**src/rtl/wdg_rst_ctrl_if.sv**
```systemverilog
// Signal bundle between a reset-request source (master) and wdg_rst_ctrl (slave).
// Requests flow master->slave; the stretched system reset and status flow back.
interface wdg_rst_ctrl_if;
  logic       wdg_rst_req_i;
  logic       sw_rst_req_i;
  logic       clr_cause_i;
  logic       sys_rst_o;
  logic [1:0] rst_cause_o;
  logic       busy_o;
  logic [7:0] rst_cnt_o;

  modport master (
    output wdg_rst_req_i, sw_rst_req_i, clr_cause_i,
    input  sys_rst_o, rst_cause_o, busy_o, rst_cnt_o
  );

  modport slave (
    input  wdg_rst_req_i, sw_rst_req_i, clr_cause_i,
    output sys_rst_o, rst_cause_o, busy_o, rst_cnt_o
  );
endinterface

```
**src/rtl/wdg_rst_ctrl.sv**
```systemverilog
// Reset controller: synchronizes the watchdog request, stretches watchdog/software
// events into an RST_LEN-cycle sys_rst_o pulse and records the cause.
// Optional saturating event counter enabled by macro WDG_RST_CTRL_CNT_EN.
module wdg_rst_ctrl #(
  parameter int unsigned SYNC_STAGES = 2,
  parameter int unsigned RST_LEN     = 16
) (
  input  logic           clk_i,
  input  logic           rst_i,
  wdg_rst_ctrl_if.slave  bus
);

  typedef enum logic [1:0] {IDLE, ASSERT, HOLD} state_e;

  localparam logic [7:0] STRETCH_LOAD = 8'(RST_LEN - 1);

  state_e                 state_q, state_d;
  logic [7:0]             stretch_q, stretch_d;
  logic [SYNC_STAGES-1:0] sync_q, sync_d;
  logic                   wdg_lvl_q, wdg_lvl_d;
  logic                   sys_rst_q, sys_rst_d;
  logic [1:0]             cause_q, cause_d;

  logic wdg_lvl;
  logic wdg_evt;
  logic sw_evt;
  logic accept;

  // Only the last synchronizer stage is ever looked at; the edge detector's history
  // resets to 0 so a level already high at release counts as a fresh edge.
  assign wdg_lvl = sync_q[SYNC_STAGES-1];
  assign wdg_evt = wdg_lvl & ~wdg_lvl_q;
  assign sw_evt  = bus.sw_rst_req_i;
  assign accept  = (state_q == IDLE) && (wdg_evt || sw_evt);

  always_comb begin
    sync_d    = {sync_q[SYNC_STAGES-2:0], bus.wdg_rst_req_i};
    wdg_lvl_d = wdg_lvl;
  end

  // State register
  always_ff @(posedge clk_i or posedge rst_i) begin
    // NOTE: sequential state uses non-blocking assignments so every flop samples pre-edge values.
    if (rst_i) begin
      state_q   <= IDLE;
      stretch_q <= '0;
      sync_q    <= '0;
      wdg_lvl_q <= 1'b0;
      sys_rst_q <= 1'b0;
      cause_q   <= 2'b00;
    end else begin
      state_q   <= state_d;
      stretch_q <= stretch_d;
      sync_q    <= sync_d;
      wdg_lvl_q <= wdg_lvl_d;
      sys_rst_q <= sys_rst_d;
      cause_q   <= cause_d;
    end
  end

  // Next-state logic
  always_comb begin
    // NOTE: defaults first so no path through the case leaves a signal unassigned (no latches).
    state_d   = state_q;
    stretch_d = stretch_q;
    unique case (state_q)
      IDLE: begin
        if (accept) begin
          state_d   = ASSERT;
          stretch_d = STRETCH_LOAD;
        end
      end
      ASSERT: begin
        if (stretch_q == 8'd0) state_d = HOLD;
        else                   stretch_d = stretch_q - 8'd1;
      end
      HOLD: begin
        // Wait out a still-asserted watchdog so one request yields one pulse.
        if (!wdg_lvl) state_d = IDLE;
      end
      default: state_d = IDLE;
    endcase
  end

  // Output logic; sys_rst_o is registered from the next state so it is glitch-free.
  always_comb begin
    sys_rst_d = (state_d == ASSERT);
    cause_d   = cause_q;
    if (accept)                cause_d = {sw_evt, wdg_evt};
    else if (bus.clr_cause_i)  cause_d = 2'b00;
  end

  assign bus.sys_rst_o   = sys_rst_q;
  assign bus.rst_cause_o = cause_q;
  assign bus.busy_o      = (state_q != IDLE);

`ifdef WDG_RST_CTRL_CNT_EN
  logic [7:0] rst_cnt_q, rst_cnt_d;

  always_comb begin
    rst_cnt_d = rst_cnt_q;
    if (accept) begin
      if (rst_cnt_q != 8'hFF) rst_cnt_d = rst_cnt_q + 8'd1;
    end else if (bus.clr_cause_i) begin
      rst_cnt_d = 8'h00;
    end
  end

  always_ff @(posedge clk_i or posedge rst_i) begin
    if (rst_i) rst_cnt_q <= 8'h00;
    else       rst_cnt_q <= rst_cnt_d;
  end

  assign bus.rst_cnt_o = rst_cnt_q;
`else
  assign bus.rst_cnt_o = 8'h00;
`endif

endmodule

```
**src/flat_wrapper.sv**
```systemverilog
// flat-port wrapper written by rule: the top's interface ports become plain ports
module wdg_rst_ctrl_flat 
#(
  parameter int unsigned SYNC_STAGES = 2,
  parameter int unsigned RST_LEN     = 16
)
  (clk_i, rst_i, bus_wdg_rst_req_i, bus_sw_rst_req_i, bus_clr_cause_i, bus_sys_rst_o, bus_rst_cause_o, bus_busy_o, bus_rst_cnt_o);
  wdg_rst_ctrl_if bus_i ();
  input  logic clk_i;
  input  logic rst_i;
  input wire logic [$bits(bus_i.wdg_rst_req_i)-1:0] bus_wdg_rst_req_i;
  input wire logic [$bits(bus_i.sw_rst_req_i)-1:0] bus_sw_rst_req_i;
  input wire logic [$bits(bus_i.clr_cause_i)-1:0] bus_clr_cause_i;
  output wire logic [$bits(bus_i.sys_rst_o)-1:0] bus_sys_rst_o;
  output wire logic [$bits(bus_i.rst_cause_o)-1:0] bus_rst_cause_o;
  output wire logic [$bits(bus_i.busy_o)-1:0] bus_busy_o;
  output wire logic [$bits(bus_i.rst_cnt_o)-1:0] bus_rst_cnt_o;
  assign bus_i.wdg_rst_req_i = bus_wdg_rst_req_i;
  assign bus_i.sw_rst_req_i = bus_sw_rst_req_i;
  assign bus_i.clr_cause_i = bus_clr_cause_i;
  assign bus_sys_rst_o = bus_i.sys_rst_o;
  assign bus_rst_cause_o = bus_i.rst_cause_o;
  assign bus_busy_o = bus_i.busy_o;
  assign bus_rst_cnt_o = bus_i.rst_cnt_o;
  wdg_rst_ctrl #(.SYNC_STAGES(SYNC_STAGES), .RST_LEN(RST_LEN)) u_core (.clk_i(clk_i), .rst_i(rst_i), .bus(bus_i));
endmodule
```
**config.mk**
```make
export PLATFORM = sky130hd
export DESIGN_NAME = wdg_rst_ctrl_flat
export DESIGN_NICKNAME = d
export VERILOG_FILES = /design/src/rtl/wdg_rst_ctrl_if.sv /design/src/rtl/wdg_rst_ctrl.sv /design/src/flat_wrapper.sv
export SDC_FILE = /design/constraint.sdc
export NUM_CORES = 1
export LEC_CHECK = 0
export CAP_MARGIN = 20
export CELL_PAD_IN_SITES_DETAIL_PLACEMENT = 0
export CELL_PAD_IN_SITES_GLOBAL_PLACEMENT = 2
export CORE_UTILIZATION = 33
export DETAILED_ROUTE_END_ITERATION = 10
export GPL_TIMING_DRIVEN = 1
export PLACE_DENSITY = 0.89
export SETUP_SLACK_MARGIN = 0.4
export SLEW_MARGIN = 20
export SYNTH_ARGS = -nofsm -noshare
export SYNTH_HDL_FRONTEND = slang
export SYNTH_SLANG_ARGS = --single-unit
```
**constraint.sdc**
```tcl
create_clock -name clk_i -period 5 [get_ports clk_i]
set_clock_uncertainty 0.2 [all_clocks]
set_input_delay 0.5 -clock clk_i [delete_from_list [all_inputs] [get_ports clk_i]]
set_output_delay 0.5 -clock clk_i [all_outputs]
set_load 0.05 [all_outputs]
```
==> metrics.txt <==
post-layout total power=239.1 uW; endpoints failing setup=0; core area=0.002255 mm^2; family with the most delay on the worst path=buffers and inverters; number of post-CTS setup repair buffers=0; ant diodes=0; Buf/Inv on CP=2; clock sink total=16; DRT Pass-1 Iters=5; initial core utilization=35.46%; Post-Syn Area=799.5 um^2; hold_buf cts=0; Worst Path Class, Setup=flop to output port; Post-synth ARST share=100.0%; ANT nets after route=0; Final Cycle Share=50.48%; Die ar.=about 0.0026 mm^2; deepest clock path buffer count=2; Synth Area in Compound Gates=between 10% and 20%; Critical Path RT=around 4300 ps; xor and xnor area share after synthesis=~1.1%; largest family of logic cells by synthesized area=simple AND/OR/NAND/NOR gates; Vias per Instance=4.757; Seq cells post-synth=16; worst-path fanout max=6; mux cell area share after synthesis=around 5.0%; max_slew headroom=between 50% and 60%; largest net degree at the start of global routing=17; CTS tree=done; DP Worst Slack=2793 ps; final WL=1361 um; Fmax achieved=0.3962 GHz; CTS root buf=clkbuf_4; Final Wtd Congestion=0.7559; Post-DP Area=880.8 um^2; Syn Inst Count=76; sequential share of the synthesized area=50.08%; TritonCTS Buffers=3; layout cells sized above 1=9.195%; Worst-Margin Slew=between 600 and 700 ps; Synth area leaders=dfrtp_1, buf_4, mux2i_1, nand2_1, ha_1; setup TNS=0 ps; clock-pin slew on the worst setup and hold paths=90 ps; crit path DAT=1820 ps; number of port buffers=8; Cell Chain, Critical Path=nor2_1, inv_1, clkdlybuf4s50_1; CP Capture Type=output port; num ports=17; Post-CTS Resized=0; total grt overflow=0; Die Y-Extent=51.22 um; Peak VDD IR=0.1963 mV; RSZ-0062 raised after global routing=no; Final nets=95; area share of fa/ha/maj cells after synthesis=3.130%; Worst Hold Class=flop to flop; vias in the first global route=536; Slew Viols, Final=0; DRC errors left=0; area growth from synthesis to layout=14.71%; Yosys warnings=0; Vias=547; post-synthesis simple-gate area fraction=19.72%; Slowest cell on crit path=clkdlybuf4s50_1; final worst slack=about 2500 ps; clk_lat worst skew=300 ps; status=completed; DR WL/cell=about 12 um; CP Launch Type=flop; Top FF cell, synth=dfrtp_1; Leakage=0.0003745 uW; Rows=17; CP max stage delay=roughly 700 ps; CTS H-Tree Depth=1; number of flops mapped to enable cells by yosys=0; final hold viol count=0; die width=51.22 um; Final Instance Area=917.1 um^2; syn avg cell area=10.52 um^2; post-synth top area cell=dfrtp_1; Tot GR Track Use=12.88%; DR iter-0 viols=8; top-area cell type share of the netlist area=50.08%; Yosys cell types=28; max cap viols=0; Cell Pwr Density=260.7 mW/mm^2; initial antenna violation count=0; post-layout min period=roughly 2500 ps; hpwl dp=between 1000 and 1500 um; first-pass GRT wire length=2408 um
through the flow:
step	util, %	hold slack, ps	instances
final	40.68	154.9	115
after global routing	40.68	163.1	115
after CTS	40.68	158.1	115
after detailed placement	39.07	136.4	111
after global placement	39.07	143.6	111
after floorplan	-	131.2	83
cells in the mapped netlist (2+ instances only):
| master | number |
|---|---|
| dfrtp_1 | 16 |
| buf_4 | 8 |
| mux2i_1 | 4 |
| or3_1 | 2 |
| o21ai_0 | 2 |
| nand2_1 | 9 |
| nor4_1 | 2 |
| nor2_1 | 6 |
| ha_1 | 2 |
| a32o_1 | 2 |
| a21oi_1 | 2 |
| inv_1 | 5 |
path summary, 6_finish.rpt:
check	from	to	slack (ps)	cells past startpoint
max in group asynchronous	rst_i	u_core.state_q[0]$_DFF_PP0_	3830	2
min in group asynchronous	rst_i	u_core.stretch_q[6]$_DFFE_PP0P_	380	2
worst max-delay path	u_core.state_q[0]$_DFF_PP0_	bus_busy_o	2480	3
worst max register to register	u_core.stretch_q[0]$_DFFE_PP0P_	u_core.stretch_q[1]$_DFFE_PP0P_	2930	6
worst min register to register	u_core.sync_q[0]$_DFF_PP0_	u_core.sync_q[1]$_DFF_PP0_	150	0
worst min-delay path	u_core.sync_q[0]$_DFF_PP0_	u_core.sync_q[1]$_DFF_PP0_	150	0
cell type report:
cell class                 instances  area (um^2)
fill                             229         1338
sequential                        16        400.4
multi-input combinational         54        346.6
timing repair buffer               8        80.08
clock buffer                       4        36.28
tap                               28        35.03
inverter                           5        18.77
cells in the final DEF (no fill, tap or decap), types with 3 or more instances in the layout:
cell,instances
nor2_1,6
mux2i_1,4
clkbuf_4,3
dfrtp_1,16
nand2_1,9
conb_1,8
inv_1,5
clkdlybuf4s50_1,8
flip-flops by register name, summed over array words and instances, names as in the netlist:
register,cells
u_core.bus.rst_cause_o,2
u_core.sync_q,2
u_core.wdg_lvl_q,1
u_core.state_q,2
u_core.stretch_q,8
u_core.bus.sys_rst_o,1
cells by family (layout without fill, tap and decap cells):
family                   after synthesis  count (layout)
AO/OA/AOI/OAI                         11              11
AND/OR/NAND/NOR                       28              28
flip-flops                            16              16
adder cells (fa/ha/maj)                2               2
multiplexers                           4               4
XOR/XNOR                               1               1
buffers and inverters                 13              17
other                                  1               8
layer usage:
layer	share of wire [%]	vias to the layer above	GRT usage [%]
met5	0	-	0
li1	-	269	-
met4	3.7	0	9.459
met2	43	15	19.52
met1	49	258	15.70
met3	4.2	5	3.274
report_power, final:
part / switching [uW] / internal, uW
logic: 16.7 / 3.05
registers: 0.493 / 131
clock network: 43.9 / 44.5
Power figures use the tool's default switching activity.
